===== config.mk =====
export PLATFORM = sky130hd
export DESIGN_NAME = wide_add_seq
export DESIGN_NICKNAME = d
export VERILOG_FILES = /design/src/rtl/add_pkg.sv /design/src/rtl/BrentKung16bit.sv /design/src/rtl/wide_add_seq.sv
export SDC_FILE = /design/constraint.sdc
export NUM_CORES = 1
export LEC_CHECK = 0
export ABC_AREA = 0
export CORE_UTILIZATION = 48
export DETAILED_ROUTE_END_ITERATION = 10
export GPL_ROUTABILITY_DRIVEN = 0
export PLACE_DENSITY = 0.77
export SYNTH_ARGS = -nofsm -noshare
export SYNTH_HDL_FRONTEND = slang
export SYNTH_HIERARCHICAL = 1
export SYNTH_SLANG_ARGS = --single-unit

===== constraint.sdc =====
create_clock -name clk -period 2.7 [get_ports clk]
set_input_delay 0.27 -clock clk [delete_from_list [all_inputs] [get_ports clk]]
set_output_delay 0.27 -clock clk [all_outputs]
set_load 0.01 [all_outputs]

===== src/rtl/add_pkg.sv =====
// Shared constants, FSM encoding and overflow helper for the multi-precision add sequencer.
package add_pkg;

   localparam int W = 16;

   typedef enum logic [1:0] {
      IDLE = 2'd0,
      RUN  = 2'd1,
      DONE = 2'd2
   } state_e;

   // Two's-complement overflow: same-signed operands producing a result of the other sign.
   function automatic logic ovf_calc(input logic a_msb, input logic b_msb, input logic s_msb);
      return (a_msb == b_msb) && (s_msb != a_msb);
   endfunction

endpackage


===== src/rtl/BrentKung16bit.sv =====
// 16-bit Brent-Kung parallel-prefix adder; purely combinational, no handshake.
module BrentKung16bit (
   input  logic [15:0] a,
   input  logic [15:0] b,
   input  logic        Cin,
   output logic [15:0] Sum,
   output logic        Cout
);

   always_comb begin
      logic [15:0] g;
      logic [15:0] p;
      logic [15:0] hs;
      hs = a ^ b;
      p  = hs;
      g  = a & b;
      g[0] = g[0] | (p[0] & Cin);
      // Up-sweep builds group terms at 1,3,7,15; down-sweep fills the remaining prefixes.
      for (int d = 0; d < 4; d++) begin
         for (int i = (2 << d) - 1; i < 16; i += (2 << d)) begin
            g[i] = g[i] | (p[i] & g[i - (1 << d)]);
            p[i] = p[i] & p[i - (1 << d)];
         end
      end
      for (int d = 2; d >= 0; d--) begin
         for (int i = (3 << d) - 1; i < 16; i += (2 << d)) begin
            g[i] = g[i] | (p[i] & g[i - (1 << d)]);
         end
      end
      Sum  = hs ^ {g[14:0], Cin};
      Cout = g[15];
   end

endmodule


===== src/rtl/wide_add_seq.sv =====
// Word-serial wide adder: accept, WORDS cycles through BrentKung16bit, then hold result.
// Result valid WORDS edges after accept; result held indefinitely while out_ready is low.
module wide_add_seq
   import add_pkg::*;
#(
   parameter int WORDS = 4
) (
   input  logic               clk,
   input  logic               rst,
   input  logic               in_valid,
   output logic               in_ready,
   input  logic [W*WORDS-1:0] a,
   input  logic [W*WORDS-1:0] b,
   input  logic               cin,
   output logic               out_valid,
   input  logic               out_ready,
   output logic [W*WORDS-1:0] sum,
   output logic               cout,
   output logic               ovf
);

   localparam int N  = W * WORDS;
   localparam int CW = (WORDS > 1) ? $clog2(WORDS) : 1;

   state_e          state_q;
   logic [CW-1:0]   cnt_q;
   logic            carry_q;
   logic [N-1:0]    a_sh_q;
   logic [N-1:0]    b_sh_q;
   logic [N-1:0]    acc_q;
   logic [N-1:0]    acc_d;
   logic [N-1:0]    sum_q;
   logic            msb_a_q;
   logic            msb_b_q;
   logic            cout_q;
   logic            ovf_q;
   logic            in_ready_q;
   logic            out_valid_q;
   logic [W-1:0]    bk_sum;
   logic            bk_cout;
   logic            last_word;

   BrentKung16bit u_bk (
      .a    (a_sh_q[W-1:0]),
      .b    (b_sh_q[W-1:0]),
      .Cin  (carry_q),
      .Sum  (bk_sum),
      .Cout (bk_cout)
   );

   // Words are slotted by index into a private accumulator so the visible sum only changes on entry to DONE.
   always_comb begin
      acc_d = acc_q;
      acc_d[int'(cnt_q) * W +: W] = bk_sum;
   end

   assign last_word = (cnt_q == CW'(WORDS - 1));

   always_ff @(posedge clk) begin
      if (rst) begin
         state_q     <= IDLE;
         cnt_q       <= '0;
         carry_q     <= 1'b0;
         a_sh_q      <= '0;
         b_sh_q      <= '0;
         acc_q       <= '0;
         sum_q       <= '0;
         msb_a_q     <= 1'b0;
         msb_b_q     <= 1'b0;
         cout_q      <= 1'b0;
         ovf_q       <= 1'b0;
         in_ready_q  <= 1'b1;
         out_valid_q <= 1'b0;
      end else begin
         case (state_q)
            IDLE: begin
               if (in_valid && in_ready_q) begin
                  a_sh_q     <= a;
                  b_sh_q     <= b;
                  carry_q    <= cin;
                  msb_a_q    <= a[N-1];
                  msb_b_q    <= b[N-1];
                  cnt_q      <= '0;
                  in_ready_q <= 1'b0;
                  state_q    <= RUN;
               end
            end
            RUN: begin
               acc_q   <= acc_d;
               carry_q <= bk_cout;
               a_sh_q  <= a_sh_q >> W;
               b_sh_q  <= b_sh_q >> W;
               cnt_q   <= cnt_q + CW'(1);
               if (last_word) begin
                  sum_q       <= acc_d;
                  cout_q      <= bk_cout;
                  ovf_q       <= ovf_calc(msb_a_q, msb_b_q, bk_sum[W-1]);
                  out_valid_q <= 1'b1;
                  state_q     <= DONE;
               end
            end
            DONE: begin
               if (out_ready) begin
                  out_valid_q <= 1'b0;
                  in_ready_q  <= 1'b1;
                  state_q     <= IDLE;
               end
            end
            default: begin
               state_q     <= IDLE;
               in_ready_q  <= 1'b1;
               out_valid_q <= 1'b0;
            end
         endcase
      end
   end

   assign in_ready  = in_ready_q;
   assign out_valid = out_valid_q;
   assign sum       = sum_q;
   assign cout      = cout_q;
   assign ovf       = ovf_q;

endmodule


# == Word-level counts from Yosys, hierarchy flattened ==
# Index checks and enable logic that the tools add are counted.
# totals
inputBits,133
output_inout_bits,68
elab_cells,124
regBits,267
# classes
addsub,2
shift,2
muxes,19
n_reduce_logical,10
bitwise_logic,70
eq_ne,8
# ops
operator,count
$pmux W64 S2,2
$mux W64,2
$bwmux W64,1
$shift A16 B33 Y64 const A,1
$shiftx A16 B33 Y64,1
$and A1 B1 Y1,38
$neg A6 Y33,1
$xor A16 B16 Y16,2
$or A1 B1 Y1,27
$and A16 B16 Y16,1
$reduce_and A3 Y1,3
$mux W2,4
$ne A2 B2 Y1 const B,3
$pmux W1 S3,2
$pmux W2 S3,1
$reduce_and A2 Y1,3
$mux W1,5
$eq A2 B2 Y1 const B,2
$pmux W2 S2,1
$add A2 B1 Y2 const B,1
$eq A2 B1 Y1 const B,1
$logic_and A1 B1 Y1,2
$logic_not A2 Y1,1
$not A1 Y1,2
other kinds (4),4

# == Logic depth before layout (Yosys ltp) ==
# depth
depth_word,18
depth_mapped,13
mapped_depth_nobuf,13

# == Hierarchy ==
# Netlist, hierarchy kept.
# modules_own_cells
module,seq_area_each_um2,instances,cells_per_inst,area_each_um2
wide_add_seq,5024.8,1,1155,10570.1
BrentKung16bit,0.0,1,72,654.4

# == Least setup slack after synthesis ==
# No wires, ideal clock.
# synth_timing
kind,register to register
startpoint,register a_sh_q[0]
endpoint,"register sum_q[47], in the netlist sum[47]"
t_arrival_ps,2756
required_time_ps,2609
stages_incl_launch_ff,14
setup_time_ps,91
path_buffers,1
path_slack_ps,-147
synth_period_minus_slack_ps,2847
path_cell_list,dfxtp_1 > inv_1 > fa_1 > inv_1 > fa_1 > a211oi_2 > o211ai_2 > a41oi_2 > a21oi_1 > fa_1 > xor2_1 > clkbuf_1 > nand3_1 > a311oi_1
# synth_via
elab_chain_len,18
elab_cells_between_ends,35
cone_classes,shift: 1; mux: 1; bitwise: 33
# synth_rtl
element,line,rtl
start: declaration,wide_add_seq.sv:28,logic [N-1:0] a_sh_q;
start signal: assignment,wide_add_seq.sv:91,a_sh_q <= a_sh_q >> W;
$xor A16 B16 Y16,BrentKung16bit.sv:14,hs = a ^ b;
$and A1 B1 Y1,BrentKung16bit.sv:17,g[0] = g[0] | (p[0] & Cin);
$or A1 B1 Y1 *,BrentKung16bit.sv:17,
$and A1 B1 Y1 *,BrentKung16bit.sv:21,g[i] = g[i] | (p[i] & g[i - (1 << d)]);
$or A1 B1 Y1 *,BrentKung16bit.sv:21,
$and A1 B1 Y1 *,BrentKung16bit.sv:21,
$or A1 B1 Y1 *,BrentKung16bit.sv:21,
$and A1 B1 Y1 *,BrentKung16bit.sv:21,
[3 not listed],n/a,
$and A1 B1 Y1 *,BrentKung16bit.sv:27,g[i] = g[i] | (p[i] & g[i - (1 << d)]);
$or A1 B1 Y1 *,BrentKung16bit.sv:27,
$and A1 B1 Y1 *,BrentKung16bit.sv:27,
$or A1 B1 Y1 *,BrentKung16bit.sv:27,
$xor A16 B16 Y16 *,BrentKung16bit.sv:30,"Sum = hs ^ {g[14:0], Cin};"
via bk_sum[15],wide_add_seq.sv:39,logic [W-1:0] bk_sum;
$shiftx A16 B33 Y64 *,wide_add_seq.sv:54,acc_d[int'(cnt_q) * W +: W] = bk_sum;
$bwmux W64 *,wide_add_seq.sv:54,
end signal: assignment,wide_add_seq.sv:67,sum_q <= '0;
end signal: assignment,wide_add_seq.sv:95,sum_q <= acc_d;
end: declaration,wide_add_seq.sv:32,logic [N-1:0] sum_q;
# The timed path passes the listed nets; every way through them passes the cells marked *.
# A chain may end at the register's enable or synchronous reset.

# == Worst setup path after layout ==
# layout_timing
startpoint,register carry_q
endpoint,"register sum_q[47], in the netlist sum[47]"
# layout_via
elab_chain_len,17
elab_cells_between_ends,33
cone_classes,shift: 1; mux: 1; bitwise: 31
# layout_rtl
element,line,rtl
start: declaration,wide_add_seq.sv:27,logic carry_q;
start signal: assignment,wide_add_seq.sv:80,carry_q <= cin;
start signal: assignment,wide_add_seq.sv:90,carry_q <= bk_cout;
$and A1 B1 Y1,BrentKung16bit.sv:17,
$or A1 B1 Y1,BrentKung16bit.sv:17,
$and A1 B1 Y1,BrentKung16bit.sv:21,
$or A1 B1 Y1,BrentKung16bit.sv:21,
$and A1 B1 Y1,BrentKung16bit.sv:21,
$or A1 B1 Y1,BrentKung16bit.sv:21,
$and A1 B1 Y1,BrentKung16bit.sv:21,
$or A1 B1 Y1,BrentKung16bit.sv:21,
[2 not listed],n/a,
$and A1 B1 Y1,BrentKung16bit.sv:27,
$or A1 B1 Y1,BrentKung16bit.sv:27,
$and A1 B1 Y1,BrentKung16bit.sv:27,
$or A1 B1 Y1,BrentKung16bit.sv:27,
$xor A16 B16 Y16,BrentKung16bit.sv:30,
via bk_sum[15],wide_add_seq.sv:39,
$shiftx A16 B33 Y64,wide_add_seq.sv:54,
$bwmux W64,wide_add_seq.sv:54,
# The timed path passes the listed nets, and every way through them passes these cells.

==> flow_metrics.tcl <==
set metrics [dict create \
    final_antenna_net_count 0 \
    placement_rows 55 \
    critical_path_peak_fanout 5 \
    groute.usage.overall_pct 26.1 \
    placeableCoreArea_mm2 0.0228 \
    min-delay-start "rst" \
    synth-seq-area-share_pct 44.8 \
    dr_total_vias 10043 \
    worst_setup_hold_path_clk_slew_ps 60 \
    synth_enable_flop_cells 0 \
    post-route-period-util_pct 107 \
    power.clock.fraction_pct 37.8 \
    achievable-frequency_ghz 0.347 \
    boundaryPins 201 \
    setup_total_negative_slack_ps -2380 \
    clkLatencyLatePin_ps 530 \
    clock_tree_sinks 251 \
    grt_antenna_before_repair 1 \
    finalSetupViolations 35 \
    worst_ep_arrival_time_ps 3320 \
    slowest_stage "fa_2" \
    async_reset_ff_share_pct 0 \
    die_w_um 155 \
    cts_tree "done" \
    synthDominantCellAreaShare_pct 44.8 \
    insertedDiodeCount 0 \
    finalHoldViolations 0 \
    die_y_um 155 \
    setup_ws_ps -183 \
    drv.max_cap_violation_count 0 \
    postSynthCellCount 1227 \
    critical_path.n_buffers_inverters 3 \
    totalWireLength_um 32200 \
    cellInternalPower_w 0.00713 \
    number_of_design_rule_violations_left_after_detail_routing 0 \
    postSynthRegisterBits 251 \
    period_needed_ps 2880 \
    floorplan.die_area_mm2 0.0240 \
    final_common_cell "dfxtp_1" \
    clock-root-buffer "clkbuf_16" \
    timing.rr.start "carry_q$_SDFFE_PP0P_" \
    dp_worst_setup_slack_ps -195 \
    ys_dominant_reg_cell "dfxtp_1" \
    initial_core_util_pct 49.3 \
    worst_setup_path_end_kind "flop" \
    dpl.hpwl_um 20700 \
    result_of_the_run "complete, but fails checks" \
    most-common-layout-cells "dfxtp_1 (249), clkdlybuf4s50_1 (199), nor2_1 (195)" \
    timing.hold.worst.class "in2reg" \
    worstSetupStartpoint "carry_q$_SDFFE_PP0P_" \
    grt_first_pass_wirelength_um 50500 \
    clock-skew-final_ps 13.5 \
    tritoncts.num_buffers 26 \
    rsz_0062_raised_after_global_routing "true" \
    synth_top_area_cell "dfxtp_1" \
    power.share.switching_pct 27.9 \
    h-tree-depth 1 \
    port-buffer-count 200 \
    timing.critical_path.cells "inv_1 -> fa_1 -> inv_1 -> fa_2 -> a211oi_4 -> o211ai_2 -> a41oi_2 -> a21oi_2 -> fa_2 -> xor2_2 -> buf_6 -> nand3_2 -> a311oi_1" \
    p_leak_nw 5.75 \
    timing.slew.headroom_pct 40.1 \
    first_pass_iters 5 \
    post_synthesis_instance_area_mm2 0.0112 \
    required_time_at_the_worst_slack_endpoint_ps 3130 \
    syn-mean-instance-area_um2 9.15 \
    final.fill_count 1831 \
    finalMaxSlewViolations 0 \
    sequentialPowerShare_pct 41.4 \
    avgViaCountPerCell 5.89 \
    yosysWarningCount 6 \
    worst_slew_pin_slew_ps 896 \
    power.switching_w 0.00276 \
    max_stage_delay_ps 370 \
    violations "setup timing" \
    grt_overflow 0 \
    grt_max_degree 98 \
    cpLargestDelayFamily "compound AO/OA/AOI/OAI gates" \
    ys_types 45 \
    max-vdd-ir-drop_mv 0.441 \
    setup.worst_path.start_class "flop" \
    drive_above_1_share_pct 11.9 \
    routed_wire_length_per_instance_um 18.9 \
    postSynthNetCount 1388 \
    drt-initial-drc-count 954 \
    grt_pass1_vias 9358 \
    setup.worst_path.class "reg2reg" \
    finalNetCount 1535 \
    syn_to_layout_area_delta_pct 31.2 \
    clock_tree.buffer_depth 3 \
    power-per-cell-area_mw_per_mm2 672 \
    combPwrFrac_pct 20.8 \
    synthTopCellsByArea "dfxtp_1 (45%), a221oi_1 (10%), mux2i_1 (8.7%), nor2_1 (6.6%), a32oi_1 (3.1%)" \
]
path summary, 6_finish.rpt:
kind | endpoint | slack (ps) | depth (start not counted)
setup / recovery | sum[47]$_SDFFE_PP0P_ | -180 | 13
setup reg to reg | sum[47]$_SDFFE_PP0P_ | -180 | 13
hold / removal | a_sh_q[51]$_SDFFE_PP0P_ | 220 | 2
hold reg to reg | acc_q[33]$_SDFFE_PP0P_ | 450 | 2
cells in the mapped netlist (all sizes together) (17+ instances only):
master  number
mux2i       97
dfxtp      251
a21oi       70
ha          19
nor2       196
nand3       70
a32oi       40
nand2b      18
buf         70
a221oi     129
nor3        34
clkbuf      70
inv         17
nand2       66
power groups by stage:
stage / registers (W) / clock network [W] / logic [W]
after global placement: 0.00416 / 0 / 0.00176
final: 0.00410 / 0.00374 / 0.00206
after CTS: 0.00410 / 0.00378 / 0.00187
after global routing: 0.00412 / 0.00392 / 0.00219
after floorplan: 0.00413 / 0 / 0.00117
after detailed placement: 0.00417 / 0 / 0.00180
metal layers:
layer	vias up	GRT usage, %	routed length (µm)
li1	4763	-	-
met1	4781	34.5	13200
met2	431	42.7	15400
met3	66	5.32	2500
met4	2	8.25	1080
met5	-	0	13
layout make-up:
class | count | area, µm² | share of cell area, %
clock inverter | 8 | 119 | 0.807
clock buffer | 38 | 777 | 5.28
inverter | 17 | 66.3 | 0.450
multi-input combinational | 819 | 5750 | 39.1
sequential | 251 | 5030 | 34.1
timing repair buffer | 259 | 2590 | 17.6
tap | 313 | 392 | 2.66
worst reg2reg max path: stages (launching register included):
cell	delay [ps]
dfxtp_1	310
inv_1	70
fa_1	150
inv_1	50
fa_2	370
a211oi_4	280
o211ai_2	120
a41oi_2	230
a21oi_2	100
fa_2	370
xor2_2	240
buf_6	160
nand3_2	60
a311oi_1	270
logic make-up (layout without fill, tap and decap cells):
group | Yosys count | in the layout | synth area share (%)
buffers and inverters | 157 | 322 | 6.72
multiplexers | 97 | 97 | 8.65
flip-flops | 251 | 251 | 44.8
XOR/XNOR | 7 | 7 | 0.546
adder cells (fa/ha/maj) | 28 | 28 | 3.72
AND/OR/NAND/NOR | 409 | 409 | 16.4
AO/OA/AOI/OAI | 278 | 278 | 19.2
state kept, by name, summed over array words and instances, names as in the netlist:
register,flops
carry_q,1
sum,64
state_q,2
cout,1
msb_b_q,1
a_sh_q,64
in_ready,1
b_sh_q,64
ovf,1
cnt_q,2
acc_q,48
msb_a_q,1
out_valid,1
timing repair:
item | CTS | global route
hold buffers | 0 | 0
gates cloned | 1 | 0
setup buffers | 2 | 9
endpoints found under the setup margin | 21 | 72
gates resized for setup | 27 | 40
pin swaps | 7 | 28
stage by stage:
step	instances	instance area, µm²	power, W	hold slack, ps	util [%]
after detailed placement	1647	13400	0.00597	446	59.0
final	1705	14700	0.00989	224	64.6
after global placement	1647	13400	0.00593	439	59.0
after floorplan	1227	11200	0.00529	406	-
after global routing	1705	14700	0.0102	236	64.6
after CTS	1696	14500	0.00974	210	63.5
Power figures use the tool's default switching activity.
